**config.mk**
```make
export PLATFORM = sky130hd
export DESIGN_NAME = dm_access_unit
export DESIGN_NICKNAME = d
export VERILOG_FILES = /design/src/rtl/dm_access_unit_pkg.sv /design/src/rtl/dm_lane_ext.sv /design/src/rtl/dm_access_unit.sv
export SDC_FILE = /design/constraint.sdc
export NUM_CORES = 1
export LEC_CHECK = 0
export ABC_CLOCK_PERIOD_IN_PS = 2500
export BUFFER_PORTS_ARGS = -buffer_cell sky130_fd_sc_hd__buf_2
export CAP_MARGIN = 15
export CORE_UTILIZATION = 40
export CTS_CLUSTER_SIZE = 14
export DETAILED_ROUTE_END_ITERATION = 10
export PLACE_DENSITY_LB_ADDON = 0.08
export RECOVER_POWER = 50
export SETUP_SLACK_MARGIN = 0.15
export SYNTH_ARGS = -nofsm -noshare
export SYNTH_HDL_FRONTEND = slang
export SYNTH_HIERARCHICAL = 1
export SYNTH_SLANG_ARGS = --single-unit
export TNS_END_PERCENT = 5
```
**constraint.sdc**
```tcl
create_clock -name clk -period 2.5 [get_ports clk]
set_clock_uncertainty 0.05 [all_clocks]
set_input_delay 0.5 -clock clk [delete_from_list [all_inputs] [get_ports clk]]
set_output_delay 0.5 -clock clk [all_outputs]
set_load 0.01 [all_outputs]
```
**src/rtl/dm_access_unit_pkg.sv**
```systemverilog
// Shared access-size encodings and the per-size address/lane helpers.
package dm_access_unit_pkg;

    localparam logic [2:0] DM_WORD   = 3'd0;
    localparam logic [2:0] DM_HALF   = 3'd1;
    localparam logic [2:0] DM_HALF_U = 3'd2;
    localparam logic [2:0] DM_BYTE   = 3'd3;
    localparam logic [2:0] DM_BYTE_U = 3'd4;

    typedef enum logic [1:0] {
        SZ_WORD,
        SZ_HALF,
        SZ_BYTE
    } dm_size_e;

    // Any encoding outside the known set is handled as a full word.
    function automatic dm_size_e dm_size(input logic [2:0] dm_type);
        case (dm_type)
            DM_HALF, DM_HALF_U: dm_size = SZ_HALF;
            DM_BYTE, DM_BYTE_U: dm_size = SZ_BYTE;
            default:            dm_size = SZ_WORD;
        endcase
    endfunction

    function automatic logic dm_aligned(input logic [2:0] dm_type, input logic [1:0] addr_lo);
        case (dm_size(dm_type))
            SZ_HALF: dm_aligned = (addr_lo[0] == 1'b0);
            SZ_BYTE: dm_aligned = 1'b1;
            default: dm_aligned = (addr_lo == 2'b00);
        endcase
    endfunction

    function automatic logic [3:0] dm_byte_en(input logic [2:0] dm_type, input logic [1:0] addr_lo);
        case (dm_size(dm_type))
            SZ_HALF: dm_byte_en = 4'b0011 << addr_lo;
            SZ_BYTE: dm_byte_en = 4'b0001 << addr_lo;
            default: dm_byte_en = 4'b1111;
        endcase
    endfunction

    // Store data is replicated so the selected lane carries it whatever the offset.
    function automatic logic [31:0] dm_store_data(input logic [2:0] dm_type, input logic [31:0] wd);
        case (dm_size(dm_type))
            SZ_HALF: dm_store_data = {2{wd[15:0]}};
            SZ_BYTE: dm_store_data = {4{wd[7:0]}};
            default: dm_store_data = wd;
        endcase
    endfunction

endpackage

```
**src/rtl/dm_lane_ext.sv**
```systemverilog
// Picks the addressed byte/half out of a bus word and sign/zero-extends it.
module dm_lane_ext
    import dm_access_unit_pkg::*;
(
    input  logic [31:0] bus_rdata,
    input  logic [1:0]  addr_lo,
    input  logic [2:0]  dm_type,
    output logic [31:0] data_ext
);

    logic [7:0]  byte_sel;
    logic [15:0] half_sel;

    // Lane select followed by extension chosen by the access type.
    always_comb begin
        byte_sel = bus_rdata[7:0];
        case (addr_lo)
            2'd1:    byte_sel = bus_rdata[15:8];
            2'd2:    byte_sel = bus_rdata[23:16];
            2'd3:    byte_sel = bus_rdata[31:24];
            default: byte_sel = bus_rdata[7:0];
        endcase
        half_sel = addr_lo[1] ? bus_rdata[31:16] : bus_rdata[15:0];

        case (dm_type)
            DM_HALF:   data_ext = {{16{half_sel[15]}}, half_sel};
            DM_HALF_U: data_ext = {16'h0000, half_sel};
            DM_BYTE:   data_ext = {{24{byte_sel[7]}}, byte_sel};
            DM_BYTE_U: data_ext = {24'h000000, byte_sel};
            default:   data_ext = bus_rdata;
        endcase
    end

endmodule

```
**src/rtl/dm_access_unit.sv**
```systemverilog
// Multi-cycle load/store engine: CPU MemRead/MemWrite in, req/ack data bus out.
//
//   state | meaning
//   IDLE  | waiting for an op; misaligned ops fault here without touching the bus
//   BUSY  | bus_req held with stable address/enables until ack or timeout
//   DONE  | one cycle with Stall low so the CPU retires the op; no new op accepted
module dm_access_unit
    import dm_access_unit_pkg::*;
#(
    parameter int TIMEOUT_CYC = 255
) (
    input  logic        clk,
    input  logic        rstn,
    input  logic        MemRead,
    input  logic        MemWrite,
    input  logic [2:0]  DMType,
    input  logic [31:0] Addr,
    input  logic [31:0] WD,
    output logic        Stall,
    output logic [31:0] DataOut,
    output logic        Fault,
    output logic        bus_req,
    output logic        bus_we,
    output logic [31:0] bus_addr,
    output logic [3:0]  bus_be,
    output logic [31:0] bus_wdata,
    input  logic        bus_ack,
    input  logic [31:0] bus_rdata
);

    typedef enum logic [1:0] {
        ST_IDLE,
        ST_BUSY,
        ST_DONE
    } state_e;

    localparam logic [7:0] CNT_LAST = 8'(TIMEOUT_CYC - 1);

    state_e      state_q, state_d;
    logic [7:0]  cnt_q, cnt_d;
    logic        fault_q, fault_d;
    logic        bus_req_q, bus_req_d;
    logic        bus_we_q, bus_we_d;
    logic [31:0] bus_addr_q, bus_addr_d;
    logic [3:0]  bus_be_q, bus_be_d;
    logic [31:0] bus_wdata_q, bus_wdata_d;
    logic [31:0] data_out_q, data_out_d;
    logic [1:0]  off_q, off_d;
    logic [2:0]  type_q, type_d;

    logic        op;
    logic        aligned;
    logic [31:0] load_ext;

    assign op      = MemRead | MemWrite;
    assign aligned = dm_aligned(DMType, Addr[1:0]);

    // Offset and type are captured at issue so extension does not depend on
    // the CPU keeping Addr/DMType stable through the whole access.
    dm_lane_ext u_lane_ext (
        .bus_rdata (bus_rdata),
        .addr_lo   (off_q),
        .dm_type   (type_q),
        .data_ext  (load_ext)
    );

    // Next-state, bus register updates and combinational Stall.
    always_comb begin
        state_d     = state_q;
        cnt_d       = cnt_q;
        fault_d     = 1'b0;
        bus_req_d   = bus_req_q;
        bus_we_d    = bus_we_q;
        bus_addr_d  = bus_addr_q;
        bus_be_d    = bus_be_q;
        bus_wdata_d = bus_wdata_q;
        data_out_d  = data_out_q;
        off_d       = off_q;
        type_d      = type_q;
        Stall       = 1'b0;

        case (state_q)
            ST_IDLE: begin
                if (op) begin
                    if (aligned) begin
                        Stall       = 1'b1;
                        state_d     = ST_BUSY;
                        cnt_d       = 8'd0;
                        bus_req_d   = 1'b1;
                        bus_we_d    = MemWrite;
                        bus_addr_d  = {Addr[31:2], 2'b00};
                        bus_be_d    = dm_byte_en(DMType, Addr[1:0]);
                        bus_wdata_d = dm_store_data(DMType, WD);
                        off_d       = Addr[1:0];
                        type_d      = DMType;
                    end else begin
                        fault_d = 1'b1;
                    end
                end
            end
            ST_BUSY: begin
                Stall = 1'b1;
                if (bus_ack) begin
                    state_d   = ST_DONE;
                    bus_req_d = 1'b0;
                    if (!bus_we_q) begin
                        data_out_d = load_ext;
                    end
                end else if (cnt_q == CNT_LAST) begin
                    state_d   = ST_IDLE;
                    bus_req_d = 1'b0;
                    fault_d   = 1'b1;
                end else begin
                    cnt_d = cnt_q + 8'd1;
                end
            end
            ST_DONE: begin
                state_d = ST_IDLE;
            end
            default: begin
                state_d   = ST_IDLE;
                bus_req_d = 1'b0;
            end
        endcase
    end

    // State and output registers; reset drops any in-flight access.
    always_ff @(posedge clk or negedge rstn) begin
        if (!rstn) begin
            state_q     <= ST_IDLE;
            cnt_q       <= 8'd0;
            fault_q     <= 1'b0;
            bus_req_q   <= 1'b0;
            bus_we_q    <= 1'b0;
            bus_addr_q  <= 32'h0;
            bus_be_q    <= 4'h0;
            bus_wdata_q <= 32'h0;
            data_out_q  <= 32'h0;
            off_q       <= 2'b00;
            type_q      <= DM_WORD;
        end else begin
            state_q     <= state_d;
            cnt_q       <= cnt_d;
            fault_q     <= fault_d;
            bus_req_q   <= bus_req_d;
            bus_we_q    <= bus_we_d;
            bus_addr_q  <= bus_addr_d;
            bus_be_q    <= bus_be_d;
            bus_wdata_q <= bus_wdata_d;
            data_out_q  <= data_out_d;
            off_q       <= off_d;
            type_q      <= type_d;
        end
    end

    assign Fault     = fault_q;
    assign bus_req   = bus_req_q;
    assign bus_we    = bus_we_q;
    assign bus_addr  = bus_addr_q;
    assign bus_be    = bus_be_q;
    assign bus_wdata = bus_wdata_q;
    assign DataOut   = data_out_q;

endmodule
```
---- After elaboration in Yosys (flattened, before gate mapping) ----
Index checks and enable logic that the tools add are counted.
operators by class
  add/subtract/negate cells ............... 1
  multipliers ............................. 0
  div/mod/pow operators ................... 0
  $lt $le $gt $ge ......................... 0
  equal/unequal tests ..................... 23
  shift operators ......................... 2
  muxes and demuxes ....................... 33
  bitwise gates (word level) .............. 4
  reductions and logical operators ........ 10
operator list
  cell                   number
  $pmux W32 S4           1
  $pmux W32 S2           1
  $mux W8                4
  $pmux W8 S3            1
  $mux W16               1
  $pmux W8 S2            1
  $mux W2                7
  $eq A3 B2 Y1 const B   4
  $eq A2 B2 Y1 const B   5
  $mux W1                10
  $reduce_and A3 Y1      3
  $add A8 B1 Y8 const B  1
  $eq A2 B1 Y1 const B   4
  $eq A8 B8 Y1 const B   1
  $ne A2 B2 Y1 const B   4
  $pmux W2 S2            2
  $pmux W4 S2            1
  $eq A3 B1 Y1 const B   2
  $eq A3 B3 Y1 const B   2
  $pmux W1 S2            3
  $reduce_and A5 Y1      1
  $logic_not A2 Y1       2
  $reduce_and A4 Y1      1
  $reduce_or A2 Y1       2
  other kinds (7)        9
storage, ports and cells
  flip-flop bits (word level) ............. 116
  bits in latches ......................... 0
  RAM bits ................................ 0
  bits in read-only memories .............. 0
  output and inout port bits .............. 104
  logic and storage cells ................. 84
  memories kept ........................... 0

---- Longest topological paths before layout ----
Gate-level depths: netlist (run 1).
  depth after elaboration ................. 10
  mapped depth ............................ 11
  mapped depth without buffers ............ 9

---- Cells and area by module ----
The synthesis (run 1) kept the hierarchy.
by module, submodules not included
  module          times used  cells each  area each (sq um)  sequential area each (sq um)
  dm_access_unit  1           372         5,172.5            2,902.8
  dm_lane_ext     1           123         1,036.0            0.0

---- Worst setup path before layout (run 1) ----
Ideal clock, no wire load.
  path type ............................... input port to output port
  from .................................... input port DMType[0]
  to ...................................... output port Stall
  arrival time ............................ 1.863 ns
  data required time ...................... 1.950 ns
  path slack .............................. 0.087 ns
  cell stages on the path ................. 10
  path through ............................ nand2_1 > o21ai_0 > inv_1 > ha_1 > nor2b_1 > o31a_1 > nand2b_1 > buf_6 > buf_2 > o21ai_1
on the way
  word-level cells in the longest chain between the ends .. 8
  elaborated cells between the ends (all ways) .. 13
  those cells by class .................... 6 x eq/ne; 5 x mux; 2 x reduce/logical
ends and longest elaborated chain
  item                                                 RTL line                  RTL
  start: declaration                                   dm_access_unit.sv:16      input logic [2:0] DMType,
  $eq A3 B2 Y1 (tied with other cells)                 dm_access_unit_pkg.sv:18  case (dm_type)
  $reduce_or A2 Y1                                     dm_access_unit_pkg.sv:18
  $pmux W2 S2 (*)                                      dm_access_unit_pkg.sv:18
  $eq A2 B2 Y1 / $eq A2 B1 Y1 (equally long branches)  dm_access_unit_pkg.sv:26  case (dm_size(dm_type))
  $pmux W1 S2 (*)                                      dm_access_unit_pkg.sv:26
  $mux W1 (*)                                          dm_access_unit.sv:85      if (aligned) begin
  $mux W1 (*)                                          dm_access_unit.sv:84      if (op) begin
  $pmux W1 S2 (*)                                      dm_access_unit.sv:82      case (state_q)
  end: declaration                                     dm_access_unit.sv:19      output logic Stall,
Mark *: on every way between the ends. The rest lies on a longest branch, timed or not.

---- Worst setup path in the final report (run 1) ----
Ends and elaborated chain as after synthesis.

==> results of run 1 <==
## flip-flops by register name, indices dropped and copies added, names as in the netlist
name and count:
state_q 2, cnt_q 8, Fault 1, bus_addr 30
bus_wdata 32, DataOut 32, type_q 3, bus_be 4
bus_we 1, bus_req 1, off_q 2
## worst reg2reg max path, delay by kind of cell (launching register included)
kind	cells	cell delay (ns)
and+or+nand+nor	1	0.33
muxes	2	0.91
DFF	1	0.71
AOI/OAI and AO/OA	1	0.16
## worst min-delay path by stage
stage | startpoint | endpoint | slack [ns] | cells after the start
4_1_cts | Addr[15] | bus_addr[15] | 0.25 | 2
2_1_floorplan | rstn | DataOut[0] | 0.15 | 0
5_1_grt | Addr[21] | bus_addr[21] | 0.26 | 2
6_report | Addr[15] | bus_addr[15] | 0.27 | 2
3_3_place_gp | rstn | DataOut[8] | 0.40 | 1
3_5_place_dp | rstn | DataOut[8] | 0.40 | 1
## placed cells by master (no fill, tap or decap), types with 8 or more instances in the layout
cell type	count
o21ai_0	19
nand2_1	8
mux4_2	8
o2bb2ai_1	17
mux2_4	45
buf_2	152
a22o_1	8
mux2_1	39
nand2b_1	8
nor2b_1	24
dfrtp_1	116
o31ai_1	23
nor2_1	16
a211oi_1	9
clkbuf_1	51
inv_1	10
a221o_1	8
clkbuf_16	17
buf_4	28
o22ai_1	12
## power by group through the flow
stage	combinational (uW)	clock [uW]	sequential (uW)
3_5_place_dp	4560	0	3350
4_1_cts	4590	2520	3340
2_1_floorplan	2760	0	3580
5_1_grt	4850	2610	3470
3_3_place_gp	4480	0	3320
6_report	4460	2480	3340
## per-stage QoR
stage | worst slack, ns | total power [uW] | hold WS (ns) | std cells | util, %
2_1_floorplan | 0.1597 | 6344 | 0.1544 | 496 | -
3_3_place_gp | 0.02377 | 7801 | 0.3975 | 876 | 49.09
3_5_place_dp | -0.03436 | 7909 | 0.4021 | 876 | 49.09
4_1_cts | 0.1458 | 10460 | 0.2530 | 913 | 53.54
5_1_grt | 0.04656 | 10940 | 0.2558 | 914 | 53.03
6_report | 0.1056 | 10280 | 0.2704 | 914 | 53.03
## what timing repair did
item	CTS	global route
hold endpoints to repair	27	0
setup buffers	4	1
endpoints found under the setup margin	1	9
gates resized for setup	11	0
pin swaps	5	1
hold buffers	1	0
## layer usage
layer	up-vias	wire length, um	GRT usage [%]
met2	176	7839	34.68
met5	-	13	0
met3	19	1312	7.086
met1	2425	7194	27.19
li1	2286	-	-
met4	2	208	6.449
## kinds of logic after synthesis
| family | count (synthesis) | synth area share (%) |
|---|---|---|
| AO/OA/AOI/OAI | 139 | 16.81 |
| flip-flops | 116 | 46.76 |
| multiplexers | 96 | 21.52 |
| AND/OR/NAND/NOR | 82 | 7.860 |
| buffers and inverters | 52 | 5.179 |
| XOR/XNOR | 5 | 1.008 |
| adder cells (fa/ha/maj) | 4 | 0.8062 |
| other | 1 | 0.06040 |
## area by class of cell
cell class | instances | share of cell area [%]
timing repair buffer | 239 | 15.78
clock buffer | 19 | 5.494
tap | 188 | 2.918
multi-input combinational | 328 | 37.33
inverter | 11 | 0.5122
clock inverter | 13 | 1.956
sequential | 116 | 36.01
==> flow_summary.yaml, run 1 <==
routing:
  wirelength_um: 16570
  firstDrtPassIters: 4
  dr_total_vias: 4908
  ant_nets: 0
  drcViolationCount: 0
  drt_iter0_markers: 190
  wire_per_inst_um: 18.13
  viasPerCell: 5.370
cts:
  tritoncts: "done"
  root_buffer: "clkbuf_16"
  cts_buffer_depth: 2
  cts_sinks: 116
  worstSkewPairLatency_ns: 0.41
  cts-buffers-inserted: 17
  cts.clk_slew.worst_paths_ns: 0.06
  h-tree-depth: 4
final_layout:
  multiInputGateArea_sq_mm: 0.003009
  num-nets-final: 821
  fillerInstances: 1389
  final_area_sq_mm: 0.008061
  area_growth_pct: 29.85
  insertedDiodeCount: 0
  seqCellArea_sq_mm: 0.002903
  final_layout_size_suffix_gt1_share_pct: 39.53
worst_setup_path:
  r2r_setup_slack_ns: 0.24
  required_ns: 1.95
  r2r_end: "DataOut[11]"
  startpoint_type: "input pin"
  path_cells: "buf_8 -> xor2_1 -> nand2b_1 -> ha_1 -> o31a_1 -> nand2b_1 -> o21ai_2 -> buf_2"
  critical_path_cell_count: 8
  cp_num_buf_inv: 2
  path_delay_family: "compound AO/OA/AOI/OAI gates"
  reg2reg_from: "off_q[1]"
  slowest_stage: "ha_1"
  cp-startpoint: "DMType[0]"
  slowest_delay_ns: 0.34
  crit_type: "in -> out"
  r2r.worst_path.cells: 4
  cp-endpoint: "Stall"
  cpMostUsedCell: "nand2b_1"
  crit_path_end_kind: "output port"
  cp_max_fo: 4
  cp.arrival_ns: 1.84
power:
  internal_power_uw: 6556
  p_leak_uw: 0.003707
  seq_power_share_pct: 32.5
  p_per_area_mw_per_mm2: 1275
  pwr-share-comb_pct: 43.4
  pwr-share-clk_pct: 24.1
  p_switching_uw: 3724
  ir_worst_vdd_mv: 0.5537
  sw_frac_of_total_pct: 36.22
grt:
  grt-ovfl-total: 0
  grt_max_degree: 61
  grt_use_total_pct: 21.41
  grt_pass1_wl_um: 26280
  antenna_found_initial: 1
  grt_pass1_vias: 4873
die:
  die_w_um: 126.6
  die-area_sq_mm: 0.01602
  rows: 45
  ioPinCount: 208
  die_h_um: 126.6
  initial_utilization_pct: 40.84
  core_sq_mm: 0.01520
outcome:
  status: "finished, final reports clean"
timing:
  slew_violations: 0
  worstMarginPinSlew_ns: 0.8532
  grt_setup_unrepaired: "yes"
  final.period_utilization_pct: 95.78
  period_minus_slack_ns: 2.394
  relSlewSlack_pct: 43.12
  max_freq_mhz: 417.6
  setup_violations: 0
  fin_tns_setup_ns: 0
  finalHoldViolCount: 0
flow_run:
  cap_violations: 0
logic_synthesis:
  synth.cell_area_sq_mm: 0.006208
  yosysSeqAreaShare_pct: 46.76
  synth_seq_cells: 116
  yosysMostFrequentCell: "dfrtp_1"
  synth-warning-count: 6
  avgSynthCellArea_sq_um: 12.54
  synthCells: 495
  yosys.cell_types.count: 59
  synth_edf_count: 0
  yosysTopAreaCellShare_pct: 46.76
  synth_area_leader_cell: "dfrtp_1"
  async_flop_share_pct: 100.0
  yosys-top-cells-area: "dfrtp_1 47%, mux2_4 11%, mux2_1 7.1%"
  synth_ff_type: "dfrtp_1"
  synthTopCellsByCount: "116 x dfrtp_1, 45 x mux2_4, 39 x mux2_1"
place:
  portBuffers: 205
  gp_congestion: 0.8264
  hpwlAfterDp_um: 11930
  placed_area_sq_mm: 0.007462
min_path:
  hold_class: "in -> reg"
Power figures use the tool's default switching activity.
==> run 2, diff against run 1 <==
SYNTH_HIERARCHICAL = unset   (was 1)
==> flow_summary.yaml, run 2 <==
worst_setup_path:
  crit_path_end_kind: "output port"
  startpoint_type: "input pin"
  cp_max_fo: 4
  crit_type: "in -> out"
  r2r.worst_path.cells: 4
  required_ns: 1.95
  cp.arrival_ns: 1.82
power:
  p_leak_uw: 0.003605
  p_per_area_mw_per_mm2: 1308
  ir_worst_vdd_mv: 0.7029
min_path:
  hold_class: "in -> reg"
  whs_path_depth: 3
timing:
  slew_violations: 117
  max_freq_mhz: 421.2
  period_minus_slack_ns: 2.374
  grt_setup_unrepaired: "yes"
  setup_violations: 0
  worstMarginPinSlew_ns: 1.610
  relSlewSlack_pct: -7.357
  finalHoldViolCount: 0
  final.period_utilization_pct: 94.97
  fin_tns_setup_ns: 0
final_layout:
  seqCellArea_sq_mm: 0.002903
  num-nets-final: 956
  multiInputGateArea_sq_mm: 0.002636
  post_layout_nonfiller_instances: 1041
  final_common_cell: "nand2_1"
  final_layout_size_suffix_gt1_share_pct: 26.98
  layout_common_cells: "163 x nand2_1, 153 x buf_2, 116 x dfrtp_1"
  area_growth_pct: 31.37
  fillerInstances: 1378
outcome:
  violations: "capacitance limit, slew limit"
  status: "finished, violations left"
logic_synthesis:
  yosysMostFrequentCell: "nand2_1"
  yosysTopAreaCellShare_pct: 50.33
  synth_ff_type: "dfrtp_1"
  synth.cell_area_sq_mm: 0.005768
  synth_area_leader_cell: "dfrtp_1"
  async_flop_share_pct: 100.0
  synthTopCellsByCount: "163 x nand2_1, 116 x dfrtp_1, 78 x nor2_1"
  synth-warning-count: 0
  avgSynthCellArea_sq_um: 8.915
  yosys.cell_types.count: 58
  synth_edf_count: 0
  yosysSeqAreaShare_pct: 50.33
  synthCells: 647
  synth_seq_cells: 116
  yosys-top-cells-area: "dfrtp_1 50%, nand2_1 11%, nor2_1 5.1%"
grt:
  grt_pass1_vias: 5269
  grt_use_total_pct: 23.31
  antenna_found_initial: 0
  grt_pass1_wl_um: 26740
  grt_max_degree: 117
  grt-ovfl-total: 0
place:
  hpwlAfterDp_um: 11820
  gp_congestion: 0.8929
  dp.cells: 1007
  portBuffers: 205
routing:
  firstDrtPassIters: 4
  wirelength_um: 16830
  wire_per_inst_um: 16.17
  viasPerCell: 5.104
  drt_iter0_markers: 352
  drcViolationCount: 0
  ant_nets: 0
  dr_total_vias: 5313
die:
  die-area_sq_mm: 0.01490
  rows: 43
  ioPinCount: 208
  die_h_um: 122.1
  initial_utilization_pct: 41.23
  die_w_um: 122.1
  core_sq_mm: 0.01399
cts:
  cts-buffers-inserted: 17
  h-tree-depth: 4
  ctsHoldBuffers: 0
  worstSkewPairLatency_ns: 0.40
  root_buffer: "clkbuf_16"
  cts_sinks: 116
  cts.clk_slew.worst_paths_ns: 0.06
  tritoncts: "done"
  cts_buffer_depth: 2
flow_run:
  cap_violations: 1
[run 2: changes by cell type after synthesis, moves of 11 or more]
cell	change
a21oi_1	+42
buf_2	+17
mux2_1	-39
mux2_4	-45
nand2_1	+155
nand3_1	+11
nor2_1	+61
nor2b_1	-13
o21ai_1	+19
o2bb2ai_1	-17
o31ai_1	-21
[run 2: area by class of cell]
class,instances,area share [%]
diodes,1,0.03303
inverters,9,0.4458
multi-input cells,477,34.79
flip-flops and latches,116,38.31
repair buffers,227,15.82
clock inverters,9,1.371
well taps,180,2.972
clock buffers,22,6.258
[run 2: logic make-up (layout without fill, tap and decap cells)]
kind of cell    after synthesis  in the layout  share of synthesized area, %
simple gates                292            292                         21.24
fa+ha+maj                    10             10                         1.909
compound gates              149            149                         16.94
xor+xnor                      8              8                         1.345
flops                       116            116                         50.33
mux                          16             16                         3.427
other cells                   1              3                       0.06501
buf+inv                      55            267                         4.750
[run 2: path summary, 6_finish.rpt]
path                         startpoint      endpoint  slack [ns]
min in group asynchronous          rstn      cnt_q[4]        0.56
hold reg to reg            bus_addr[22]  bus_addr[22]        0.42
setup / recovery              DMType[0]         Stall        0.13
hold / removal                 Addr[16]  bus_addr[16]        0.22
max in group asynchronous          rstn  bus_addr[27]        0.80
setup reg to reg               off_q[1]   DataOut[13]        0.51
[run 2: power by group]
part / internal, uW / switching (uW)
sequential: 2770 / 585
combinational: 1690 / 2470
clock: 1530 / 860
total: 6000 / 3920
[run 2: critical path: stages]
cell and delay, ns:
buf_8 0.10, xor2_1 0.15, nand2b_1 0.13, inv_1 0.06, ha_2 0.18, nor2b_4 0.13
o31ai_4 0.24, nor2_4 0.06, nor2_2 0.10, nor2_2 0.04, buf_2 0.13
[run 2: metrics by stage]
stage	setup WS, ns	utilization, %	total power [uW]	hold slack (ns)	cell area [sq um]
detailed placement	0.03488	50.13	7640	0.4067	7013
CTS	0.1128	54.53	10090	0.1566	7629
floorplan	0.1505	-	6036	0.1544	5791
finish	0.1258	54.17	9914	0.2248	7577
global route	0.007440	54.15	10670	0.2229	7575
global placement	0.03521	50.13	7544	0.4032	7013
[run 2: repair_timing]
item	CTS	global route
buffers inserted	1	1
resized for setup	9	1
pin swaps	8	3
endpoints found under the setup margin	1	1
[run 2: routing by layer]
layer | part of all wire, % | up-vias | GRT usage (%)
li1 | - | 2610 | -
met1 | 44 | 2497 | 30.01
met2 | 47 | 189 | 36.83
met3 | 8.3 | 17 | 7.116
met4 | 1.4 | 0 | 8.613
met5 | 0 | - | 0
